**src/rtl/speed_tick_pkg.sv**
```systemverilog
// Purpose: shared constants for the speed tick scheduler: FSM encoding, levels, and prescaler thresholds.
// Latency: none. This file holds only constants and pure functions.
// Backpressure: none.
// Ports: none. The package is imported by speed_threshold_compare and speed_tick_scheduler.
package speed_tick_pkg;

    // FSM encoding. The states are plain constants so that legacy tools can consume them.
    localparam logic [1:0] ST_IDLE   = 2'd0;
    localparam logic [1:0] ST_RUN    = 2'd1;
    localparam logic [1:0] ST_PAUSED = 2'd2;
    localparam logic [1:0] ST_SWITCH = 2'd3;

    // Level values as they appear on the level output bus.
    localparam logic [2:0] LVL_2 = 3'd2;
    localparam logic [2:0] LVL_4 = 3'd4;
    localparam logic [2:0] LVL_6 = 3'd6;

    // Prescaler match values, defined at the native 23-bit width.
    localparam int          THR_W  = 23;
    localparam logic [22:0] THR_L2 = 23'h7FFFFF;
    localparam logic [22:0] THR_L4 = 23'h707C1E;
    localparam logic [22:0] THR_L6 = 23'h60F83D;

    // Any level code that is not recognised uses the slowest threshold.
    function automatic logic [22:0] level_threshold(input logic [2:0] level);
        case (level)
            LVL_4:   return THR_L4;
            LVL_6:   return THR_L6;
            default: return THR_L2;
        endcase
    endfunction

    // Advance the level by 2, saturating at level 6.
    function automatic logic [2:0] next_level(input logic [2:0] level);
        return (level >= LVL_4) ? LVL_6 : level + 3'd2;
    endfunction

endpackage

```
**src/rtl/speed_tick_scheduler_if.sv**
```systemverilog
// Purpose: groups the control inputs and the status outputs of the speed tick scheduler.
// Latency: none. This file contains wiring only.
// Backpressure: none. Every signal is a level or a pulse, and there is no handshake.
// Ports: master drives start/stop/pause/levelup and observes T0/level/tickcount/running.
//        slave is the scheduler side.
interface speed_tick_scheduler_if;
    logic       SPEED_TICK_SCHEDULER_start_In;
    logic       SPEED_TICK_SCHEDULER_stop_In;
    logic       SPEED_TICK_SCHEDULER_pause_In;
    logic       SPEED_TICK_SCHEDULER_levelup_In;
    logic       SPEED_TICK_SCHEDULER_T0_OutLow;
    logic [2:0] SPEED_TICK_SCHEDULER_level_OutBUS;
    logic [7:0] SPEED_TICK_SCHEDULER_tickcount_OutBUS;
    logic       SPEED_TICK_SCHEDULER_running_Out;

    modport master (
        output SPEED_TICK_SCHEDULER_start_In, SPEED_TICK_SCHEDULER_stop_In,
               SPEED_TICK_SCHEDULER_pause_In, SPEED_TICK_SCHEDULER_levelup_In,
        input  SPEED_TICK_SCHEDULER_T0_OutLow, SPEED_TICK_SCHEDULER_level_OutBUS,
               SPEED_TICK_SCHEDULER_tickcount_OutBUS, SPEED_TICK_SCHEDULER_running_Out
    );

    modport slave (
        input  SPEED_TICK_SCHEDULER_start_In, SPEED_TICK_SCHEDULER_stop_In,
               SPEED_TICK_SCHEDULER_pause_In, SPEED_TICK_SCHEDULER_levelup_In,
        output SPEED_TICK_SCHEDULER_T0_OutLow, SPEED_TICK_SCHEDULER_level_OutBUS,
               SPEED_TICK_SCHEDULER_tickcount_OutBUS, SPEED_TICK_SCHEDULER_running_Out
    );
endinterface

```
**src/rtl/speed_threshold_compare.sv**
```systemverilog
// Purpose: compares the prescaler against the threshold for the current level and returns an active-low match.
// Latency: combinational, zero cycles.
// Backpressure: none.
// Ports: prescaler_i is the DATAWIDTH-bit count, level_i is the current level code, and match_n_o is low on a match.
module speed_threshold_compare
    import speed_tick_pkg::*;
#(
    parameter int DATAWIDTH = 23
) (
    input  logic [DATAWIDTH-1:0] prescaler_i,
    input  logic [2:0]           level_i,
    output logic                 match_n_o
);

    // A prescaler narrower than 23 bits keeps the top bits of each threshold.
    // This preserves the relative tick rates of the levels in reduced-width builds.
    // A wider prescaler simply zero-extends the threshold.
    localparam int SH = (DATAWIDTH < THR_W) ? (THR_W - DATAWIDTH) : 0;

    assign match_n_o = ~(prescaler_i == DATAWIDTH'(level_threshold(level_i) >> SH));

endmodule

```
**src/rtl/speed_tick_scheduler.sv**
```systemverilog
// Purpose: game-speed tick generator. It has levels 2/4/6, and it supports pause, stop, and level advance.
// Latency: T0 goes low for one cycle, on the cycle after the prescaler matches the threshold. The tick period is threshold+1.
// Backpressure: none. Commands are sampled every cycle with priority stop > pause > levelup > start.
// Ports: SPEED_TICK_SCHEDULER_CLOCK_50 is the clock, SPEED_TICK_SCHEDULER_RESET_InLow is the async active-low reset,
//        and bus (speed_tick_scheduler_if.slave) carries the commands and status.
// Option: defining SPEED_TICK_SCHEDULER_AUTOLEVEL_EN makes the block advance a level after TICKS_PER_LEVEL ticks.
module speed_tick_scheduler
    import speed_tick_pkg::*;
#(
    parameter int DATAWIDTH       = 23,
    parameter int TICKS_PER_LEVEL = 256
) (
    input logic                    SPEED_TICK_SCHEDULER_CLOCK_50,
    input logic                    SPEED_TICK_SCHEDULER_RESET_InLow,
    speed_tick_scheduler_if.slave  bus
);

`ifdef SPEED_TICK_SCHEDULER_AUTOLEVEL_EN
    localparam bit AUTO_EN = 1'b1;
`else
    localparam bit AUTO_EN = 1'b0;
`endif

    logic [1:0]           state_q, state_d;
    logic [DATAWIDTH-1:0] presc_q, presc_d;
    logic [2:0]           level_q, level_d;
    logic [7:0]           tcnt_q, tcnt_d;
    logic                 t0_n_q, t0_n_d;
    logic                 match_n;
    logic                 auto_lvl;

    logic start_i, stop_i, pause_i, levelup_i;
    assign start_i   = bus.SPEED_TICK_SCHEDULER_start_In;
    assign stop_i    = bus.SPEED_TICK_SCHEDULER_stop_In;
    assign pause_i   = bus.SPEED_TICK_SCHEDULER_pause_In;
    assign levelup_i = bus.SPEED_TICK_SCHEDULER_levelup_In;

    speed_threshold_compare #(.DATAWIDTH(DATAWIDTH)) u_cmp (
        .prescaler_i (presc_q),
        .level_i     (level_q),
        .match_n_o   (match_n)
    );

    // The match that produces the TICKS_PER_LEVEL-th tick also requests a level change.
    // The level change then behaves like a levelup pulse that coincides with a tick.
    assign auto_lvl = AUTO_EN && !match_n &&
                      ((32'(tcnt_q) + 32'd1) == 32'(TICKS_PER_LEVEL));

    always_comb begin
        state_d = state_q;
        presc_d = presc_q;
        level_d = level_q;
        tcnt_d  = tcnt_q;
        t0_n_d  = 1'b1;
        if (stop_i) begin
            // Stop overrides everything else. The level is deliberately kept.
            state_d = ST_IDLE;
            presc_d = '0;
            tcnt_d  = '0;
        end else begin
            case (state_q)
                ST_IDLE: begin
                    presc_d = '0;
                    // Pause outranks start, so a held pause keeps the block idle.
                    if (start_i && !pause_i) state_d = ST_RUN;
                end
                ST_RUN: begin
                    // The tick is always serviced here, even when the state also changes on this edge.
                    if (!match_n) begin
                        t0_n_d  = 1'b0;
                        presc_d = '0;
                        if (tcnt_q != 8'hFF) tcnt_d = tcnt_q + 8'd1;
                    end else begin
                        presc_d = presc_q + DATAWIDTH'(1);
                    end
                    if (pause_i)                    state_d = ST_PAUSED;
                    else if (levelup_i || auto_lvl) state_d = ST_SWITCH;
                end
                ST_PAUSED: begin
                    if (!pause_i) state_d = ST_RUN;
                end
                ST_SWITCH: begin
                    level_d = next_level(level_q);
                    presc_d = '0;
                    tcnt_d  = '0;
                    state_d = ST_RUN;
                end
                default: state_d = ST_IDLE;
            endcase
        end
    end

    always_ff @(posedge SPEED_TICK_SCHEDULER_CLOCK_50 or negedge SPEED_TICK_SCHEDULER_RESET_InLow) begin
        if (!SPEED_TICK_SCHEDULER_RESET_InLow) begin
            state_q <= ST_IDLE;
            presc_q <= '0;
            level_q <= LVL_2;
            tcnt_q  <= '0;
            t0_n_q  <= 1'b1;
        end else begin
            state_q <= state_d;
            presc_q <= presc_d;
            level_q <= level_d;
            tcnt_q  <= tcnt_d;
            t0_n_q  <= t0_n_d;
        end
    end

    assign bus.SPEED_TICK_SCHEDULER_T0_OutLow        = t0_n_q;
    assign bus.SPEED_TICK_SCHEDULER_level_OutBUS     = level_q;
    assign bus.SPEED_TICK_SCHEDULER_tickcount_OutBUS = tcnt_q;
    assign bus.SPEED_TICK_SCHEDULER_running_Out      = (state_q == ST_RUN);

endmodule

```
**src/flat_wrapper.sv**
```systemverilog
// flat-port wrapper written by rule: the top's interface ports become plain ports
module speed_tick_scheduler_flat import speed_tick_pkg::*;
#(
    parameter int DATAWIDTH       = 23,
    parameter int TICKS_PER_LEVEL = 256
)
  (SPEED_TICK_SCHEDULER_CLOCK_50, SPEED_TICK_SCHEDULER_RESET_InLow, bus_SPEED_TICK_SCHEDULER_start_In, bus_SPEED_TICK_SCHEDULER_stop_In, bus_SPEED_TICK_SCHEDULER_pause_In, bus_SPEED_TICK_SCHEDULER_levelup_In, bus_SPEED_TICK_SCHEDULER_T0_OutLow, bus_SPEED_TICK_SCHEDULER_level_OutBUS, bus_SPEED_TICK_SCHEDULER_tickcount_OutBUS, bus_SPEED_TICK_SCHEDULER_running_Out);
  speed_tick_scheduler_if bus_i ();
  input logic SPEED_TICK_SCHEDULER_CLOCK_50;
  input logic SPEED_TICK_SCHEDULER_RESET_InLow;
  input wire logic [$bits(bus_i.SPEED_TICK_SCHEDULER_start_In)-1:0] bus_SPEED_TICK_SCHEDULER_start_In;
  input wire logic [$bits(bus_i.SPEED_TICK_SCHEDULER_stop_In)-1:0] bus_SPEED_TICK_SCHEDULER_stop_In;
  input wire logic [$bits(bus_i.SPEED_TICK_SCHEDULER_pause_In)-1:0] bus_SPEED_TICK_SCHEDULER_pause_In;
  input wire logic [$bits(bus_i.SPEED_TICK_SCHEDULER_levelup_In)-1:0] bus_SPEED_TICK_SCHEDULER_levelup_In;
  output wire logic [$bits(bus_i.SPEED_TICK_SCHEDULER_T0_OutLow)-1:0] bus_SPEED_TICK_SCHEDULER_T0_OutLow;
  output wire logic [$bits(bus_i.SPEED_TICK_SCHEDULER_level_OutBUS)-1:0] bus_SPEED_TICK_SCHEDULER_level_OutBUS;
  output wire logic [$bits(bus_i.SPEED_TICK_SCHEDULER_tickcount_OutBUS)-1:0] bus_SPEED_TICK_SCHEDULER_tickcount_OutBUS;
  output wire logic [$bits(bus_i.SPEED_TICK_SCHEDULER_running_Out)-1:0] bus_SPEED_TICK_SCHEDULER_running_Out;
  assign bus_i.SPEED_TICK_SCHEDULER_start_In = bus_SPEED_TICK_SCHEDULER_start_In;
  assign bus_i.SPEED_TICK_SCHEDULER_stop_In = bus_SPEED_TICK_SCHEDULER_stop_In;
  assign bus_i.SPEED_TICK_SCHEDULER_pause_In = bus_SPEED_TICK_SCHEDULER_pause_In;
  assign bus_i.SPEED_TICK_SCHEDULER_levelup_In = bus_SPEED_TICK_SCHEDULER_levelup_In;
  assign bus_SPEED_TICK_SCHEDULER_T0_OutLow = bus_i.SPEED_TICK_SCHEDULER_T0_OutLow;
  assign bus_SPEED_TICK_SCHEDULER_level_OutBUS = bus_i.SPEED_TICK_SCHEDULER_level_OutBUS;
  assign bus_SPEED_TICK_SCHEDULER_tickcount_OutBUS = bus_i.SPEED_TICK_SCHEDULER_tickcount_OutBUS;
  assign bus_SPEED_TICK_SCHEDULER_running_Out = bus_i.SPEED_TICK_SCHEDULER_running_Out;
  speed_tick_scheduler #(.DATAWIDTH(DATAWIDTH), .TICKS_PER_LEVEL(TICKS_PER_LEVEL)) u_core (.SPEED_TICK_SCHEDULER_CLOCK_50(SPEED_TICK_SCHEDULER_CLOCK_50), .SPEED_TICK_SCHEDULER_RESET_InLow(SPEED_TICK_SCHEDULER_RESET_InLow), .bus(bus_i));
endmodule
```
**config.mk**
```make
export PLATFORM = sky130hd
export DESIGN_NAME = speed_tick_scheduler_flat
export DESIGN_NICKNAME = d
export VERILOG_FILES = /design/src/rtl/speed_tick_pkg.sv /design/src/rtl/speed_tick_scheduler_if.sv /design/src/rtl/speed_threshold_compare.sv /design/src/rtl/speed_tick_scheduler.sv /design/src/flat_wrapper.sv
export SDC_FILE = /design/constraint.sdc
export NUM_CORES = 1
export LEC_CHECK = 0
export BUFFER_PORTS_ARGS = -buffer_cell sky130_fd_sc_hd__buf_4
export CORE_MARGIN = 8
export CORE_UTILIZATION = 63
export DETAILED_ROUTE_END_ITERATION = 6
export PLACE_DENSITY = 0.84
export SETUP_SLACK_MARGIN = 0.2
export SYNTH_ARGS = -nofsm -noshare
export SYNTH_HDL_FRONTEND = slang
export SYNTH_SLANG_ARGS = --single-unit
```
**constraint.sdc**
```tcl
create_clock -name SPEED_TICK_SCHEDULER_CLOCK_50 -period 5.7 [get_ports SPEED_TICK_SCHEDULER_CLOCK_50]
set_input_delay 0.57 -clock SPEED_TICK_SCHEDULER_CLOCK_50 [delete_from_list [all_inputs] [get_ports SPEED_TICK_SCHEDULER_CLOCK_50]]
set_output_delay 0.57 -clock SPEED_TICK_SCHEDULER_CLOCK_50 [all_outputs]
set_load 0.01 [all_outputs]
```
Word-level counts from Yosys, hierarchy flattened
Index checks and enable logic that the tools add are counted.
- bits in registers: 37
- latch bits: 0
- memory bits (writable): 0
- ROM bits: 0
- input bits: 6
- output and inout bits: 13
- logic and storage cells: 49
- memories kept: 0
- add/sub/neg operators: 3
- multiply operators: 0
- divide/modulo/power cells: 0
- magnitude comparators: 1
- equality and inequality tests: 12
- shift-type cells: 0
- multiplexer cells: 18
- bitwise gates (word level): 1
- reduce and logical (&&, ||, !) cells: 9
- operators with widths (kind ; number):
    2-to-1 mux 23 bit ; 2
    case mux 23 bit (2 select lines) ; 1
    case mux 21 bit (2 select lines) ; 1
    2-to-1 mux 8 bit ; 3
    adder 23 x 1 -> 23 bit, second input constant ; 1
    equality test 23 bit ; 1
    case mux 8 bit (2 select lines) ; 1
    2-to-1 mux 2 bit ; 5
    inequality test 3 x 2 -> 1 bit, second input constant ; 3
    adder 8 x 1 -> 8 bit, second input constant ; 1
    inequality test 8 bit, second input constant ; 1
    case mux 2 bit (4 select lines) ; 1
    equality test 3 bit, second input constant ; 2
    AND reduction 3 bit ; 2
    nonzero test 3 bit ; 2
    equality test 2 bit, second input constant ; 2
    inequality test 4 bit, second input constant ; 1
    adder 3 x 2 -> 3 bit, second input constant ; 1
    greater-or-equal comparator 3 bit, second input constant ; 1
    2-to-1 mux 1 bit ; 3
    2-to-1 mux 3 bit ; 1
    inequality test 3 bit, second input constant ; 1
    equality test 2 x 1 -> 1 bit, second input constant ; 1
    logical NOT 2 bit ; 1
    5 further kinds ; 5

Logic depth before layout (Yosys ltp)
Gate-level depths: netlist of run 1.
- word-level depth: 6
- gate-level depth with buffers: 9
- depth with buffers taken out: 8

Modules after synthesis
Synthesis of run 1 repeated with hierarchy kept, for this count alone.
- cell total of the unflattened synthesis: 255
- area, all modules: 2264.7 um2
- modules (own cells, without submodules) (module ; times used ; cells an instance ; area each (um2) ; sequential area each (um2)):
    speed_tick_scheduler ; 1 ; 235 ; 2135.8 ; 903.4
    speed_threshold_compare ; 1 ; 20 ; 128.9 ; 0.0

Worst setup path after synthesis of run 1
No wires, ideal clock.
- kind: register -> register
- start: register u_core.state_q[0]
- end: register u_core.presc_q[16]
- library setup time: 0.131 ns
- data arrival time: 1.989 ns
- data required time: 5.569 ns
- path slack: 3.581 ns
- cell stages (with the launch flop): 9
- buffers on the path: 0
- period minus slack after synthesis: 2.119 ns
- cells stage by stage: dfrtp_1 > inv_1 > ha_1 > nor3b_1 > nor3b_1 > and4_1 > and3_1 > xnor2_1 > nor2_1
- longest elaborated chain between the ends: 4
- elaborated cells between the ends (all ways): 7
- those cells by class: 2 x eq/ne; 2 x mux; 3 x reduce/logical
- RTL lines (what ; line ; RTL):
    start, declared ; speed_tick_scheduler.sv:24 ; logic [1:0] state_q, state_d;
    start signal, assigned ; speed_tick_scheduler.sv:101 ; state_q <= state_d;
    equality test 2 bit / logical NOT 2 bit (equally long branches) ; speed_tick_scheduler.sv:61 ; case (state_q)
    OR reduction 2 bit (no line) ; - ;
    case mux 23 bit (2 select lines) ; speed_tick_scheduler.sv:61 ;
    2-to-1 mux 23 bit ; speed_tick_scheduler.sv:55 ; if (stop_i) begin
    end signal, assigned ; speed_tick_scheduler.sv:102 ; presc_q <= presc_d;
    end, declared ; speed_tick_scheduler.sv:25 ; logic [DATAWIDTH-1:0] presc_q, presc_d;
Several ways; a longest one is shown, not always the timed one.
A chain may end at the register's enable or synchronous reset.

Worst setup path in the final report of run 1
- start: register u_core.state_q[1]
- end: register u_core.presc_q[18]
Same word-level chain as after synthesis.

==> flow_metrics.py, run 1 <==
metrics = {
    "clock_network": {
        "cts_buffer_depth": 2,
        "numCtsBuffers": 5,
        "htreeDepth": 2,
        "clock_latency_ns": 0.35,
        "ctsHoldBuffers": 0,
        "cts_sinks": 36,
        "cts_tree": "done",
        "post_cts_buffers": 0,
        "clk_pin_slew_ns": 0.11,
        "cts_resized": 0,
        "cts-root-buf": "clkbuf_4",
    },
    "timing": {
        "slew_headroom_pct": 53.7,
        "finClkSkew_ns": 0.0141,
        "final-hold-violation-count": 0,
        "fmax_ghz": 0.372,
        "rsz0062_at_grt": "no",
        "setup_tns_ns": 0,
        "setup_viol": 0,
        "post-route-period-util_pct": 47.1,
        "worstMarginPinSlew_ns": 0.693,
        "fin_ws_ns": 3.01,
        "finalCriticalPeriod_ns": 2.69,
        "hold_ws_ns": 0.151,
        "slew_viol_final": 0,
    },
    "yosys": {
        "synth_mux_area_share_pct": 1.00,
        "synth-edff-count": 0,
        "netlist-cell-type-count": 48,
        "synth_xor_area_share_pct": 7.44,
        "synth_top_cell_by_area": "dfrtp_1",
        "synth_fa_ha_area_share_pct": 3.54,
        "ys_seq_area_share_pct": 42.6,
        "yosysMostFrequentCell": "dfrtp_1",
        "synth_compound_gate_area_share_pct": 9.62,
        "synth_area_leaders": "dfrtp_1 (40%), nor2_1 (5.3%), xor2_1 (5.0%)",
        "yosysWarningCount": 0,
        "synth.top_cell.area_share_pct": 40.1,
        "synthCells": 231,
        "synth_nets": 243,
        "yosys-top-cells-count": "dfrtp_1 (34), nor2_1 (30), nand2_1 (17), a21oi_1 (13)",
        "synth_area_um2": 2120,
        "avgSynthCellArea_um2": 9.18,
        "async_reset_ff_share_pct": 100,
        "synth-simple-area-share_pct": 31.7,
        "synthFlopType": "dfrtp_1",
        "synth_seq_cells": 36,
        "synth_top_family_by_area": "simple AND/OR/NAND/NOR gates",
    },
    "pwr": {
        "powerDensity_nw_per_um2": 241,
        "ir_drop_mv": 0.158,
        "p_leak_nw": 1.01,
    },
    "global_routing": {
        "grt_first_pass_wirelength_mm": 7.47,
        "grt_max_degree": 37,
        "grt_usage_pct": 17.6,
        "grt_pass1_vias": 1639,
        "antenna_found_initial": 0,
        "grt_overflow": 0,
    },
    "placed_design": {
        "port_buffers": 17,
        "place_congestion": 0.820,
        "place_ws_ns": 3.02,
        "place_hpwl_mm": 3.11,
    },
    "detailed_routing": {
        "drt_wl_total_mm": 4.33,
        "viasPerCell": 5.87,
        "dr.pass1.iters": 4,
        "num_vias": 1719,
        "routedWlPerCell_um": 14.8,
        "postRouteAntennaNets": 0,
        "post-route-drc-count": 0,
        "drtIter0Drc": 207,
    },
    "run": {
        "cap_violations": 0,
    },
    "die": {
        "io_pins": 19,
        "initial_utilization_pct": 64.5,
        "fp.dieW_um": 74,
        "design.die.area_um2": 5480,
        "rows": 21,
        "die_height_um": 74,
        "coreArea_um2": 3280,
    },
    "finish": {
        "n_antenna_cell": 0,
        "fin_nets": 258,
        "area_growth_pct": 9.21,
        "fillCellCount": 261,
        "drive_above_1_share_pct": 14.2,
    },
    "run_status": {
        "outcome": "complete, no violations",
    },
    "worst_setup_path": {
        "cp.required_ns": 5.91,
        "arrival_ns": 2.90,
        "endpoint_kind": "flip-flop",
        "worstSetupPathType": "flip-flop to flip-flop",
        "startpoint_type": "flip-flop",
        "cp_max_fo": 19,
    },
    "min_path": {
        "min_path_type": "input pin to asynchronous set/reset pin",
    },
}
[cell usage in the layout, fill, tap and decap left out, drive strengths merged, types with 3 or more instances in the layout]
master	Yosys	final
and3	10	10
nand4b	3	3
nand4	8	8
inv	9	9
nor4	3	3
or3b	3	3
xnor2	6	6
nor2	30	30
buf	5	17
nand2	17	17
ha	6	6
xor2	12	12
nor2b	4	4
and4	5	5
clkbuf	4	8
dfrtp	34	34
a21oi	13	13
o21ai	6	6
nand3	13	13
a31oi	6	6
nor3	5	5
[kinds of logic after synthesis]
kind of cell | after synthesis
and+or+nand+nor | 117
DFF | 36
AOI/OAI and AO/OA | 33
xor gates and xnor gates | 18
buffers and inverters | 18
adders and majority gates | 6
muxes | 2
other | 1
[cell type report]
cell class | count | area (um^2) | share of cell area [%]
Clock buffer | 8 | 58.8 | 2.54
Inverter | 9 | 33.8 | 1.46
Multi-Input combinational cell | 177 | 1130 | 49.0
Sequential cell | 36 | 903 | 39.0
Tap cell | 46 | 57.6 | 2.49
Timing Repair Buffer | 17 | 128 | 5.51
[critical path, cell delays in order, from the launching register on]
cell and delay (ns):
dfrtp_1 0.42, inv_1 0.10, ha_1 0.50, nor3b_1 0.21, nor3b_1 0.60, and4_1 0.36
and3_1 0.19, xnor2_1 0.12, nor2_1 0.05
[state kept, by name (all words and copies together) (netlist names)]
name and count:
u_core.bus.SPEED_TICK_SCHEDULER_T0_OutLow 1, u_core.state_q 2, u_core.presc_q 23, u_core.bus.SPEED_TICK_SCHEDULER_tickcount_OutBUS 8, u_core.bus.SPEED_TICK_SCHEDULER_level_OutBUS 2
[power by group]
| part | internal (mW) | switching (mW) |
|---|---|---|
| Sequential | 0.269 | 0.0186 |
| Combinational | 0.0497 | 0.0774 |
| Clock | 0.0609 | 0.0831 |
| Total | 0.380 | 0.179 |
[stage by stage]
stage / cells / power [mW] / instance area (um^2) / util, %
after floorplan: 231 / 0.383 / 2120 / -
after global placement: 285 / 0.416 / 2260 / 68.7
after detailed placement: 285 / 0.420 / 2260 / 68.7
after CTS: 293 / 0.564 / 2310 / 70.5
after global routing: 293 / 0.595 / 2310 / 70.5
final: 293 / 0.559 / 2310 / 70.5
[per-layer routing]
layer	wire length (um)	part of all wire, %	GRT usage (%)
met4	85	2.0	8.65
met5	0	0	0
met3	235	5.4	4.99
met1	2070	48	23.3
met2	1940	45	25.7
[final timing paths]
kind	startpoint	endpoint	cells past startpoint	slack, ns
worst max register to register	u_core.state_q[1]	u_core.presc_q[18]	8	3.01
worst min-delay path	SPEED_TICK_SCHEDULER_RESET_InLow	asynchronous set/reset pin	1	0.15
min in group SPEED_TICK_SCHEDULER_CLOCK_50	bus_SPEED_TICK_SCHEDULER_pause_In	u_core.state_q[0]	2	0.42
worst max-delay path	u_core.state_q[1]	u_core.presc_q[18]	8	3.01
max in group asynchronous	SPEED_TICK_SCHEDULER_RESET_InLow	u_core.bus.SPEED_TICK_SCHEDULER_T0_OutLow	1	5.22
worst min register to register	u_core.bus.SPEED_TICK_SCHEDULER_level_OutBUS[1]	u_core.bus.SPEED_TICK_SCHEDULER_level_OutBUS[1]	2	0.54
Note: power is estimated with default switching activity, not from simulation.
==> run 2, diff against run 1 <==
--- a/config.mk
+++ b/config.mk
@@ -7,9 +7,9 @@
 export LEC_CHECK = 0
 export BUFFER_PORTS_ARGS = -buffer_cell sky130_fd_sc_hd__buf_4
 export CORE_MARGIN = 8
-export CORE_UTILIZATION = 63
+export CORE_UTILIZATION = 59
 export DETAILED_ROUTE_END_ITERATION = 6
-export PLACE_DENSITY = 0.84
+export PLACE_DENSITY = 0.79
 export SETUP_SLACK_MARGIN = 0.2
 export SYNTH_ARGS = -nofsm -noshare
 export SYNTH_HDL_FRONTEND = slang
==> constraint.sdc (replaced) <==
create_clock -name SPEED_TICK_SCHEDULER_CLOCK_50 -period 2.6 [get_ports SPEED_TICK_SCHEDULER_CLOCK_50]
set_input_delay 0.26 -clock SPEED_TICK_SCHEDULER_CLOCK_50 [delete_from_list [all_inputs] [get_ports SPEED_TICK_SCHEDULER_CLOCK_50]]
set_output_delay 0.26 -clock SPEED_TICK_SCHEDULER_CLOCK_50 [all_outputs]
set_load 0.01 [all_outputs]
==> run 2 against run 1 <==
  * Clock-buffer cell count shrank 1
  * Global-route usage shrank 1.9 points
  * Non-clock buffer count grew 8
  * Worst setup slack lost 2.6 ns
  * Via count grew 0.58%
  * Clock skew shrank 0.0032 ns
  * First-iteration DRC count shrank 29%
  * Sequential power grew 120%
==> flow_metrics.py, run 2 (synthesized netlist as in run 1, its figures left out) <==
metrics = {
    "worst_setup_path": {
        "arrival_ns": 2.46,
        "startpoint_type": "flip-flop",
        "critical_path.slowest_cell": "or4b_1",
        "worst-path-buf-inv": 0,
        "cp.required_ns": 2.86,
        "cp_max_fo": 13,
        "worstSetupPathType": "flip-flop to flip-flop",
        "endpoint_kind": "flip-flop",
        "max_stage_delay_ns": 0.53,
        "cp_top_family": "simple AND/OR/NAND/NOR gates",
        "cp_cell_sequence": "or3_1 -> mux2i_1 -> o2111a_2 -> nand3_4 -> or4b_1 -> a31oi_1",
    },
    "timing": {
        "rsz0062_at_grt": "no",
        "setup_viol": 0,
        "final-hold-violation-count": 0,
        "slew_viol_final": 0,
        "finClkSkew_ns": 0.0109,
        "setup_tns_ns": 0,
        "finalCriticalPeriod_ns": 2.19,
        "post-route-period-util_pct": 84.4,
        "fmax_ghz": 0.456,
    },
    "finish": {
        "regMostFlops": "u_core.presc_q",
        "finalNonFillerCells": 301,
        "layout_common_cells": "dfrtp_1 (34), nor2_1 (30), buf_4 (24)",
        "n_antenna_cell": 0,
        "final_common_cell": "dfrtp_1",
        "fin_nets": 266,
        "fillCellCount": 257,
        "drive_above_1_share_pct": 16.5,
        "area_growth_pct": 11.7,
        "largest_reg_flops": 23,
    },
    "detailed_routing": {
        "dr.pass1.iters": 4,
        "num_vias": 1729,
        "drtIter0Drc": 147,
        "drt_wl_total_mm": 4.31,
        "postRouteAntennaNets": 0,
        "routedWlPerCell_um": 14.3,
        "viasPerCell": 5.74,
        "post-route-drc-count": 0,
    },
    "placed_design": {
        "place_congestion": 0.814,
        "port_buffers": 17,
        "dpl.cell_count": 292,
        "place_hpwl_mm": 3.10,
    },
    "global_routing": {
        "antenna_found_initial": 0,
        "grt_first_pass_wirelength_mm": 7.65,
        "grt_overflow": 0,
        "grt_usage_pct": 15.7,
        "grt_max_degree": 37,
        "grt_pass1_vias": 1649,
    },
    "run": {
        "cap_violations": 0,
    },
    "die": {
        "rows": 21,
        "fp.dieW_um": 75.9,
        "coreArea_um2": 3390,
        "die_height_um": 75.9,
        "initial_utilization_pct": 62.5,
        "design.die.area_um2": 5770,
        "io_pins": 19,
    },
    "clock_network": {
        "cts_tree": "done",
        "cts_buffer_depth": 2,
        "clk_pin_slew_ns": 0.11,
        "cts_sinks": 36,
        "clock_latency_ns": 0.34,
        "cts-root-buf": "clkbuf_4",
        "post_cts_buffers": 0,
        "numCtsBuffers": 5,
        "htreeDepth": 2,
    },
    "pwr": {
        "p_leak_nw": 1.04,
        "powerDensity_nw_per_um2": 508,
        "ir_drop_mv": 0.311,
    },
    "min_path": {
        "min_path_type": "input pin to flip-flop",
    },
    "run_status": {
        "outcome": "complete, no violations",
    },
}
==> run 2: changes by cell type in the layout (fill, tap and decap cells not counted), sizes merged <==
cell | previous run | this run
buf | 17 | 24
clkbuf | 8 | 7
clkinv | 0 | 1
dlygate4sd3 | 0 | 1
==> run 2: path summary, 6_finish.rpt <==
check                                                                      from                                               to  slack [ns]  cells after the start
worst min-delay path                          bus_SPEED_TICK_SCHEDULER_pause_In                                u_core.state_q[0]        0.12                      2
min in group asynchronous                      SPEED_TICK_SCHEDULER_RESET_InLow                               u_core.presc_q[20]        0.40                      2
worst min register to register  u_core.bus.SPEED_TICK_SCHEDULER_level_OutBUS[1]  u_core.bus.SPEED_TICK_SCHEDULER_level_OutBUS[1]        0.55                      2
worst max-delay path                                         u_core.presc_q[10]                                        flip-flop        0.41                      6
worst max register to register                               u_core.presc_q[10]                                        flip-flop        0.41                      6
max in group asynchronous                      SPEED_TICK_SCHEDULER_RESET_InLow        u_core.bus.SPEED_TICK_SCHEDULER_T0_OutLow        1.86                      2
==> run 2: cell type report <==
class | instances | area, um^2 | area share, %
Inverter | 9 | 33.8 | 1.43
Clock buffer | 7 | 45.0 | 1.90
Timing Repair Buffer | 25 | 190 | 8.03
Multi-Input combinational cell | 177 | 1130 | 47.9
Tap cell | 46 | 57.6 | 2.43
Sequential cell | 36 | 903 | 38.1
Clock inverter | 1 | 5.00 | 0.211
==> run 2: per-stage QoR <==
stage	setup WS, ns	hold WS [ns]	util, %	instance area [um^2]	total power, mW
6_report	0.406	0.118	69.9	2370	1.20
5_1_grt	0.258	0.118	69.9	2370	1.29
4_1_cts	0.423	0.106	69.9	2370	1.22
3_5_place_dp	0.453	0.243	68.1	2310	0.933
3_3_place_gp	0.495	0.239	68.1	2310	0.933
2_1_floorplan	0.481	-0.0356	-	2120	0.839
==> run 2: what timing repair did <==
action / 4_1_cts / 5_1_grt
hold buffers: 1 / 0
endpoints found under the hold margin: 34 / 0
resized for setup: 0 / 0
==> run 2: report_power, final <==
group | total, mW | switching, mW | internal, mW
logic | 0.294 | 0.168 | 0.126
registers | 0.628 | 0.0384 | 0.590
clock network | 0.281 | 0.175 | 0.105
==> run 2: metal layers <==
metal / vias to the layer above / track usage (%) / share of wire, %
met2: 44 / 22.1 / 43
met3: 7 / 5.07 / 6.3
li1: 868 / - / -
met1: 810 / 21.9 / 49
met5: - / 0 / 0
met4: 0 / 4.71 / 1.3
